<file path="config.mk">
export PLATFORM = sky130hd
export DESIGN_NAME = kbd_fifo
export DESIGN_NICKNAME = d
export VERILOG_FILES = /design/src/rtl/kbd_fifo.sv
export SDC_FILE = /design/constraint.sdc
export NUM_CORES = 1
export LEC_CHECK = 0
export CORE_ASPECT_RATIO = 0.8
export CORE_MARGIN = 1.5
export CORE_UTILIZATION = 57
export DETAILED_ROUTE_END_ITERATION = 10
export GPL_ROUTABILITY_DRIVEN = 0
export PLACE_DENSITY = 0.84
export SYNTH_ARGS = -nofsm -noshare
export SYNTH_HDL_FRONTEND = slang
export SYNTH_SLANG_ARGS = --single-unit
</file>
<file path="constraint.sdc">
create_clock -name sys_clock -period 3 [get_ports sys_clock]
set_clock_uncertainty 0.2 [all_clocks]
set_input_delay 0.45 -clock sys_clock [delete_from_list [all_inputs] [get_ports sys_clock]]
set_output_delay 0.45 -clock sys_clock [all_outputs]
set_load 0.02 [all_outputs]
</file>
<file path="src/rtl/kbd_fifo.sv">
// Keyboard key FIFO for the KBD/KBDCR register pair at 0xD010..0xD011.
// Optional: define KBD_FIFO_UPPERCASE_EN to fold a..z to A..Z on entry.
module kbd_fifo #(
    parameter int DEPTH = 8
) (
    input  logic                     sys_clock,
    input  logic                     reset_n,
    input  logic                     cpu_clken,
    input  logic                     cs,
    input  logic                     address,
    input  logic                     we,
    input  logic                     key_valid,
    input  logic [6:0]               key_data,
    output logic [7:0]               dout,
    output logic                     overflow,
    output logic [$clog2(DEPTH):0]   level
);

    localparam int AW = $clog2(DEPTH);
    localparam logic [AW:0] FULL_LVL = (AW+1)'(DEPTH);

    logic [6:0]    mem [DEPTH];
    logic [AW-1:0] rd_ptr;
    logic [AW-1:0] wr_ptr;
    logic [6:0]    last_q;
    logic [6:0]    head;
    logic [6:0]    key_in;
    logic          rd;
    logic          pop;
    logic          push;
    logic          empty;
    logic          full;

    assign empty = (level == '0);
    assign full  = (level == FULL_LVL);
    assign rd    = cs & cpu_clken & ~we;
    assign pop   = rd & ~address & ~empty;
    assign push  = key_valid & (~full | pop);

`ifdef KBD_FIFO_UPPERCASE_EN
    // Fold lowercase ASCII to uppercase before it is stored
    always_comb begin
        key_in = key_data;
        if (key_data >= 7'h61 && key_data <= 7'h7A)
            key_in = key_data - 7'h20;
    end
`else
    assign key_in = key_data;
`endif

    // Oldest entry, or the last value read out once the queue drains
    always_comb begin
        head = last_q;
        if (!empty)
            head = mem[rd_ptr];
    end

    // CPU read mux: KBD has bit 7 tied high, KBDCR reports data ready
    always_comb begin
        dout = {1'b1, head};
        if (address)
            dout = {~empty, 7'b0};
    end

    // Storage array; the slot under wr_ptr is written on every push
    always_ff @(posedge sys_clock) begin
        if (push)
            mem[wr_ptr] <= key_in;
    end

    // Pointers, occupancy, retired-head latch and sticky overflow
    always_ff @(posedge sys_clock or negedge reset_n) begin
        if (!reset_n) begin
            rd_ptr   <= '0;
            wr_ptr   <= '0;
            level    <= '0;
            last_q   <= 7'h00;
            overflow <= 1'b0;
        end else begin
            if (push)
                wr_ptr <= wr_ptr + 1'b1;
            if (pop) begin
                rd_ptr <= rd_ptr + 1'b1;
                last_q <= mem[rd_ptr];
            end
            level <= level + (AW+1)'(push) - (AW+1)'(pop);
            if (key_valid & full & ~pop)
                overflow <= 1'b1;
            else if (rd & address)
                overflow <= 1'b0;
        end
    end

endmodule

</file>
# == After elaboration in Yosys (flattened, before gate mapping) ==
# Memories as Yosys holds them, arrays and structs flattened.
# Cells that the tools add are included.
# W data, S select, Z words.
# totals
wordCells,33
reg_bits,18
mem_bits_rw,56
out_inout_bits,13
mem_count,1
inputBits,14
# classes
n_addsub,4
bitwise_logic,14
n_mux,6
n_eq_ne,1
reduce_logical,2
# mem_list
memory,words,word_bits,read_ports,rd_ports_with_merged_regs,write_ports,line,rtl
mem,8,7,1,0,1,22,logic [6:0] mem [DEPTH];
# ops
operator,count
$and A1 B1 Y1,8
$mux W8,1
$mux W7,1
$add A3 B1 Y3 const B,2
$not A1 Y1,5
$add A4 B1 Y4,1
$eq A4 B4 Y1 const B,1
$logic_not A4 Y1,1
$mux W1,4
$sub A4 B1 Y4,1
$reduce_bool A2 Y1,1
$or A1 B1 Y1,1

# == Depth between registers and ports, before layout ==
# Gate-level depths: netlist of run 1.
# depth
depth_word,8
depth_mapped,9
ltp_nobuf,9

# == Worst setup path after synthesis of run 1 ==
# OpenSTA, ideal clock, no wires.
# synth_timing
path_kind,reg2out
from,register level[2]
to,output dout[4]
t_arrival_ps,1992
path_buffers,2
path_stages_with_launch,7
t_required_ps,2350
slack_ps,358
path_cell_list,dfrtp_1 > inv_1 > ha_1 > or3b_1 > buf_2 > buf_2 > a211oi_1
# synth_via
elab_chain_cells,3
# synth_lines
item,line,rtl
from (decl),16,output logic [$clog2(DEPTH):0] level
from (signal assigned),86,level <= level + (AW+1)'(push) - (AW+1)'(pop);
$logic_not A4 Y1,34,assign empty = (level == '0);
$mux W7,54,if (!empty)
$mux W8,61,if (address)
to (decl),14,"output logic [7:0] dout,"
# No other way between the ends.

# == Worst setup path in the final report of run 1 ==
# layout_timing
from,register rd_ptr[0]
to,output dout[0]
# layout_via
elab_chain_cells,3
# layout_lines
item,line,rtl
from (decl),23,logic [AW-1:0] rd_ptr;
from (signal assigned),83,rd_ptr <= rd_ptr + 1'b1;
$mem_v2 Z8 W7,--,
$mux W7,54,
$mux W8,61,
# No other way between the ends.

==> metrics.md, run 1 <==
| Metric | Value |
|---|---|
| Pre-CTS WS | 0.1774 ns |
| Max Fclk | ~350 MHz |
| Syn Area/Cell | approximately 17 µm² |
| Hold Buf Count CTS | 0 |
| EDFF count, synth | 56 |
| First-pass GRT wire length | ~9400 µm |
| I/O Buffers | 26 |
| Initial Util | 0.5879 |
| Top cells by area, synth | edfxtp_1, dfrtp_1, mux4_2 |
| Post-Syn Area | roughly 3200 µm² |
| Reg2reg end | level[2]$_DFF_PN0_ |
| TNS Setup | 0 ns |
| Ys flop type | edfxtp_1 |
| Clock sinks | 74 |
| WL per Instance | around 18 µm |
| Critical setup path kind | flop to output pin |
| Largest net degree at the start of global routing | 26 |
| Final #Nets | between 200 and 300 |
| Slowest stage delay, CP | about 0.57 ns |
| Layout cell share with drive strength beyond 1 | 0.2017 |
| Worst reg-to-reg setup slack | between 0.3 and 0.4 ns |
| Worst-Margin Slew | approximately 0.81 ns |
| Final count of hold timing violations | 0 |
| H-Tree Depth | 3 |
| Placed cell count | 295 |
| Post-DP HPWL | around 3700 µm |
| Synth unique cells | 38 |
| Non-filler instance count after layout | ~310 |
| Vias/cell | about 5.6 |
| Chip height | around 70 µm |
| Mapped Cells | approximately 190 |
| FP Rows | 24 |
| Yosys top cell area share | 0.5262 |
| Total global-route track usage | 0.2194 |
| Buf/Inv on CP | 2 |
| Core area | about 5400 µm² |
| Ys async rst share | 0.2432 |
| Worst EP arrival | around 2.2 ns |
| Hold Crit Depth | 2 |
| # setup viols final | 0 |
| Setup ws final | about 0.15 ns |
| Total gr overflow | 0 |
| Drt pass-1 iters | 4 |
| CP endpoint kind | output pin |
| Longest Clk Path Bufs | 2 |
| Crit path launch | rd_ptr[0]$_DFFE_PN0N_ |
| Syn_nets | about 210 |
| Detailed Route WL | approximately 5700 µm |
| MaxCap Viol Count | 0 |
| Final period utilization | 0.9511 |
| CTS tree | built |
| Worst-path clk slew | 0.08 ns |
| RSZ-0062 raised after global routing | false |
| Leakage | between 1 and 1.5 nW |
| Most common cell in the netlist | edfxtp_1 |
| Number of synthesis warnings | 0 |
| Worst hold-check path type | flop to flop |
| Status | finished, final reports clean |
| Design Power | roughly 3.6 mW |
| Crit path max-delay family | multiplexers |
| Worst-Skew Late Latency | 0.35 ns |
| Area grow syn2layout | 18.36% |
| Final Slew Violations | 0 |
| Peak supply drop | between 0.0005 and 0.0006 V |
| Routed Antenna Nets | 0 |
| Die width | a little under 90 µm |
| CP cell instances | buf_12 -> mux4_1 -> mux2i_1 -> a211oi_1 -> dlygate4sd2_1 |
| Starting DRT DRC Count | 92 |
| CTS root buf | clkbuf_8 |
| Core Util, Final | 0.6959 |
| CTS Buf Count | 9 |
| Reg2Reg Depth | 10 |
| CP max-delay cell | mux4_1 |
| Vias in the first global route | 1726 |
| Period minus WS final | about 2.9 ns |
| Vias | 1743 |
| Fill cells | 383 |
| CP Data Required Time | around 2.4 ns |
| Power Density | around 940 nW/µm² |
| Die ar. | ~6100 µm² |
| Crit Path Max Fanout | 16 |
| Slew HR | 0.4566 |
| Launch point of the worst reg-to-reg path | level[2]$_DFF_PN0_ |
| N_diodes | 0 |
| Hold path endpoint | last_q[2]$_DFFE_PN0N_ |
| Register area share after synthesis | 0.6672 |
| Largest area contributor in the netlist | edfxtp_1 |
| Kind of start point of the critical path | flop |
| Yosys reg bits | 74 |
| Initial antenna violation count | 0 |
| Ports | 27 |
| Most frequent cells after synthesis | edfxtp_1, dfrtp_1, mux4_2, nor2_1 |
| Setup Buffers After CTS | 0 |
| Hold Startpoint | last_q[2]$_DFFE_PN0N_ |
| Drc violations | 0 |
==> how the worst max path moves through the flow <==
stage,to,slack [ns],depth (start not counted)
6_report,dout[0],0.15,5
5_1_grt,dout[3],0.01,6
4_1_cts,dout[4],0.08,6
3_5_place_dp,dout[4],0.18,6
3_3_place_gp,dout[6],0.24,6
2_1_floorplan,dout[4],0.36,6
==> cell type report <==
| cell class | count | area [µm²] | share of cell area |
|---|---|---|---|
| well taps | 78 | 97.59 | 0.02580 |
| inverters | 6 | 22.52 | 0.005954 |
| flip-flops and latches | 74 | 2132 | 0.5637 |
| multi-input cells | 96 | 955.9 | 0.2527 |
| clock buffers | 9 | 123.9 | 0.03275 |
| repair buffers | 41 | 372.9 | 0.09858 |
| clock inverters | 7 | 77.57 | 0.02051 |
==> sequential cells by signal (all words and copies together), names as in the netlist <==
register  flops
mem          56
last_q        7
level         4
rd_ptr        3
wr_ptr        3
overflow      1
==> timing repair <==
action / in CTS / in global routing
resized for setup: 7 / 3
setup endpoints to repair: 7 / 1
endpoints found under the hold margin: 0 / 0
==> report_power, final <==
part	total, mW	internal [mW]	switching [mW]
Combinational	1.28	0.633	0.649
Sequential	1.52	1.35	0.167
Clock	0.771	0.391	0.380
Total	3.57	2.38	1.20
==> routing by layer <==
metal  vias up  routed length, µm  global-route usage
met5         -                  0                   0
met4         0                 65             0.07527
met3         7                250             0.07565
met2        43               2736              0.3247
met1       869               2691              0.3071
li1        824                  -                   -
==> metrics by stage <==
stage	cell area (µm²)	hold slack, ns
floorplan	3196	-0.04559
global route	3782	0.3955
finish	3782	0.3545
detailed placement	3593	0.3381
global placement	3593	0.3271
CTS	3786	0.3583
==> tightest hold or removal path, delay by kind of cell, from the launching register on <==
| family | cells | cell delay, ns |
|---|---|---|
| flops | 1 | 0.35 |
| compound gates | 2 | 0.16 |
==> cells by family (layout without fill, tap and decap cells) <==
| logic type | count (synthesis) | count (layout) | share of synthesized area |
|---|---|---|---|
| AOI/OAI and AO/OA | 26 | 26 | 0.05717 |
| xor gates and xnor gates | 6 | 6 | 0.01644 |
| adders and majority gates | 8 | 8 | 0.03367 |
| buffers and inverters | 17 | 63 | 0.03367 |
| DFF | 74 | 74 | 0.6672 |
| muxes | 24 | 24 | 0.1355 |
| and+or+nand+nor | 32 | 32 | 0.05638 |
==> cell usage in the layout, fill, tap and decap left out, types with 2 or more instances in the layout <==
cell / instances
xnor2_1: 5
nand3_1: 3
nor4b_1: 2
nor2_1: 9
clkbuf_8: 9
a21oi_1: 8
mux4_2: 11
clkinv_4: 3
nor4_1: 2
nand2_1: 4
inv_1: 6
inv_6: 2
dlygate4sd2_1: 6
dfrtp_1: 18
mux4_1: 3
mux2i_1: 8
clkdlybuf4s50_1: 19
ha_1: 7
a211oi_1: 7
buf_4: 14
nor3_1: 4
edfxtp_1: 56
a31oi_1: 7
Power figures use the tool's default switching activity.
==> run 2, diff against run 1 <==
CORE_ASPECT_RATIO = 1.2   (was 0.8)
CTS_CLUSTER_DIAMETER = 30   (was unset)
==> run 2 against run 1 <==
Compared with the run above:
- sequential power is essentially flat
- sequential share of layout area shrank 0.77 points
- cell area grew 1.4%
- first-iteration DRC count grew 27%
- global-route usage shrank 0.93 points
- register-to-register slack lost 0.04 ns
- combinational power grew 4%
- clock power grew 18%
- flip-flop and latch count is the same
- die area is essentially flat
- total power grew 5.1%
- critical endpoint is now dout[1]
- highest routed layer unchanged
==> metrics.md, run 2 (synthesized netlist as in run 1, its figures left out) <==
| Metric | Value |
|---|---|
| I/O Buffers | 26 (unchanged) |
| Critical setup path kind | flop to output pin |
| Kind of start point of the critical path | flop |
| Reg2reg end | level[2]$_DFF_PN0_ |
| FP Rows | 29 (+21%) |
| Reg2Reg Depth | 9 (-1) |
| Vias | 1755 (+0.69%) |
| CP max-delay cell | mux4_1 |
| Period minus WS final | 2.832 ns (-0.02106 ns) |
| Starting DRT DRC Count | 117 (+27%) |
| Placed cell count | 281 (-4.7%) |
| TNS Setup | 0 ns (unchanged) |
| WL met2 | 3066 µm (+12%) |
| WL per Instance | 19.12 µm (+3.5%) |
| Drt pass-1 iters | 4 (unchanged) |
| # setup viols final | 0 (unchanged) |
| Commonest non-fill, non-tap cell in the layout | edfxtp_1 |
| Post-DP HPWL | 3810 µm (+2.0%) |
| Ports | 27 (unchanged) |
| Worst hold-check path type | flop to flop |
| Chip height | 85.02 µm (+22%) |
| CP cell instances | buf_12 -> mux4_1 -> mux2i_1 -> a211oi_1 -> dlygate4sd2_1 |
| Non-filler instance count after layout | 297 (-4.5%) |
| Die ar. | 6066 µm² (about the same) |
| Longest Clk Path Bufs | 2 (unchanged) |
| Final Slew Violations | 0 (unchanged) |
| Launch point of the worst reg-to-reg path | level[2]$_DFF_PN0_ |
| Core area | 5334 µm² (-1.9%) |
| Initial antenna violation count | 0 (unchanged) |
| Vias in the first global route | 1806 (+4.6%) |
| Hold Startpoint | overflow$_DFFE_PN0P_ |
| Met1 wire length | 2198 µm (-18%) |
| Slew HR | 0.4677 (+0.01115) |
| Crit path max-delay family | multiplexers |
| Power Density | 978.8 nW/µm² (+3.7%) |
| Clock sinks | 74 (unchanged) |
| Top Registers | mem (56), last_q (7), level (4) |
| H-Tree Depth | 3 (unchanged) |
| Worst-Margin Slew | 0.7959 ns (-0.01668 ns) |
| Die width | 71.35 µm (-18%) |
| Final #Nets | 252 (+0.80%) |
| Layout cell share with drive strength beyond 1 | 0.2255 (+0.02382) |
| Worst reg-to-reg setup slack | 0.30 ns (-0.04 ns) |
| Slowest stage delay, CP | 0.60 ns (+0.03 ns) |
| Buf/Inv on CP | 2 (unchanged) |
| First-pass GRT wire length | 9183 µm (-1.9%) |
| CTS Buf Count | 9 (unchanged) |
| Final count of hold timing violations | 0 (unchanged) |
| Hold Buf Count CTS | 0 (unchanged) |
| Met3 WL post-DR | 315 µm (+26%) |
| Hold path endpoint | overflow$_DFFE_PN0P_ |
| Vias/cell | 5.909 (+5.4%) |
| Worst-path clk slew | 0.08 ns (about the same) |
| Max Fclk | 353.1 MHz (+0.74%) |
| Worst EP arrival | 2.18 ns (-0.02 ns) |
| MaxCap Viol Count | 0 (unchanged) |
| CP endpoint kind | output pin |
| N_diodes | 0 (unchanged) |
| Setup Buffers After CTS | 0 (unchanged) |
| Status | finished, final reports clean |
| CP Data Required Time | 2.35 ns (about the same) |
| Final period utilization | 0.9441 (-0.007019) |
| Total global-route track usage | 0.2101 (-0.009304) |
| Worst-Skew Late Latency | 0.34 ns (about the same) |
| CTS tree | built |
| CTS root buf | clkbuf_8 |
| Leakage | 1.441 nW (+2.2%) |
| Most frequent cells in the layout | edfxtp_1, clkdlybuf4s50_1, dfrtp_1 |
| Largest net degree at the start of global routing | 21 (-19%) |
| Largest register FFs | 56 (unchanged) |
| Top Layer Used | met4 |
| Crit Path Max Fanout | 16 (unchanged) |
| Detailed Route WL | 5678 µm (-1.1%) |
| Biggest register | mem |
| Peak supply drop | 0.0004907 V (-2.9%) |
| Initial Util | 0.5991 (+0.01117) |
| Total gr overflow | 0 (unchanged) |
| Routed Antenna Nets | 0 (unchanged) |
| Area grow syn2layout | 20.01% |
| Hold Crit Depth | 2 (unchanged) |
| Drc violations | 0 (unchanged) |
| Design Power | 3.754 mW (+5.1%) |
| RSZ-0062 raised after global routing | false |
## run 2: cell count changes in the layout (fill, tap and decap cells not counted), sizes merged
cell	change
buf	+2
bufinv	+2
inv	-2
clkbuf	-1
dlygate4sd2	+1
## run 2: worst max-delay path by stage
stage                          start       to  slack, ns  cells after the start
2_1_floorplan     level[2]$_DFF_PN0_  dout[4]       0.36                      6
3_3_place_gp      level[2]$_DFF_PN0_  dout[4]       0.20                      5
3_5_place_dp      level[2]$_DFF_PN0_  dout[3]       0.12                      5
4_1_cts        rd_ptr[0]$_DFFE_PN0N_  dout[1]       0.12                      5
5_1_grt        rd_ptr[0]$_DFFE_PN0N_  dout[1]       0.06                      5
6_report       rd_ptr[0]$_DFFE_PN0N_  dout[1]       0.17                      5
## run 2: area by class of cell
| class | count | area [µm²] |
|---|---|---|
| clock buffers | 9 | 123.9 |
| clock inverters | 7 | 117.6 |
| fillers | 320 | 1499 |
| inverters | 6 | 22.52 |
| multi-input cells | 96 | 969.7 |
| flip-flops and latches | 74 | 2132 |
| well taps | 62 | 77.57 |
| repair buffers | 43 | 391.6 |
## run 2: tightest hold or removal path: stages, from the launching register on
cell and delay, ns:
dfrtp_1 0.40, nand2_1 0.06, a2bb2oi_1 0.05
## run 2: power breakdown
| part | internal (mW) | leakage [nW] | total, mW | switching, mW |
|---|---|---|---|---|
| registers | 1.35 | 0.716 | 1.52 | 0.164 |
| logic | 0.668 | 0.602 | 1.33 | 0.664 |
| clock network | 0.552 | 0.123 | 0.906 | 0.354 |
| total | 2.57 | 1.44 | 3.75 | 1.18 |
## run 2: stage by stage
step           worst slack (ns)  area [µm²]  utilization  hold WS [ns]
2_1_floorplan            0.3578        3196            -      -0.04559
3_3_place_gp             0.2020        3588       0.6728        0.3259
3_5_place_dp             0.1196        3588       0.6728        0.3324
4_1_cts                  0.1164        3835       0.7190        0.3428
5_1_grt                 0.06106        3835       0.7190        0.3719
6_report                 0.1677        3835       0.7190        0.3454
## run 2: what timing repair did
item	in CTS	in global routing
hold endpoints to repair	0	0
endpoints found under the setup margin	7	0
gates resized for setup	11	0
## run 2: layer usage
layer / track usage / up-vias
met5: 0 / -
met4: 0.09262 / 0
met3: 0.04988 / 8
met2: 0.3645 / 64
met1: 0.2477 / 859
li1: - / 824
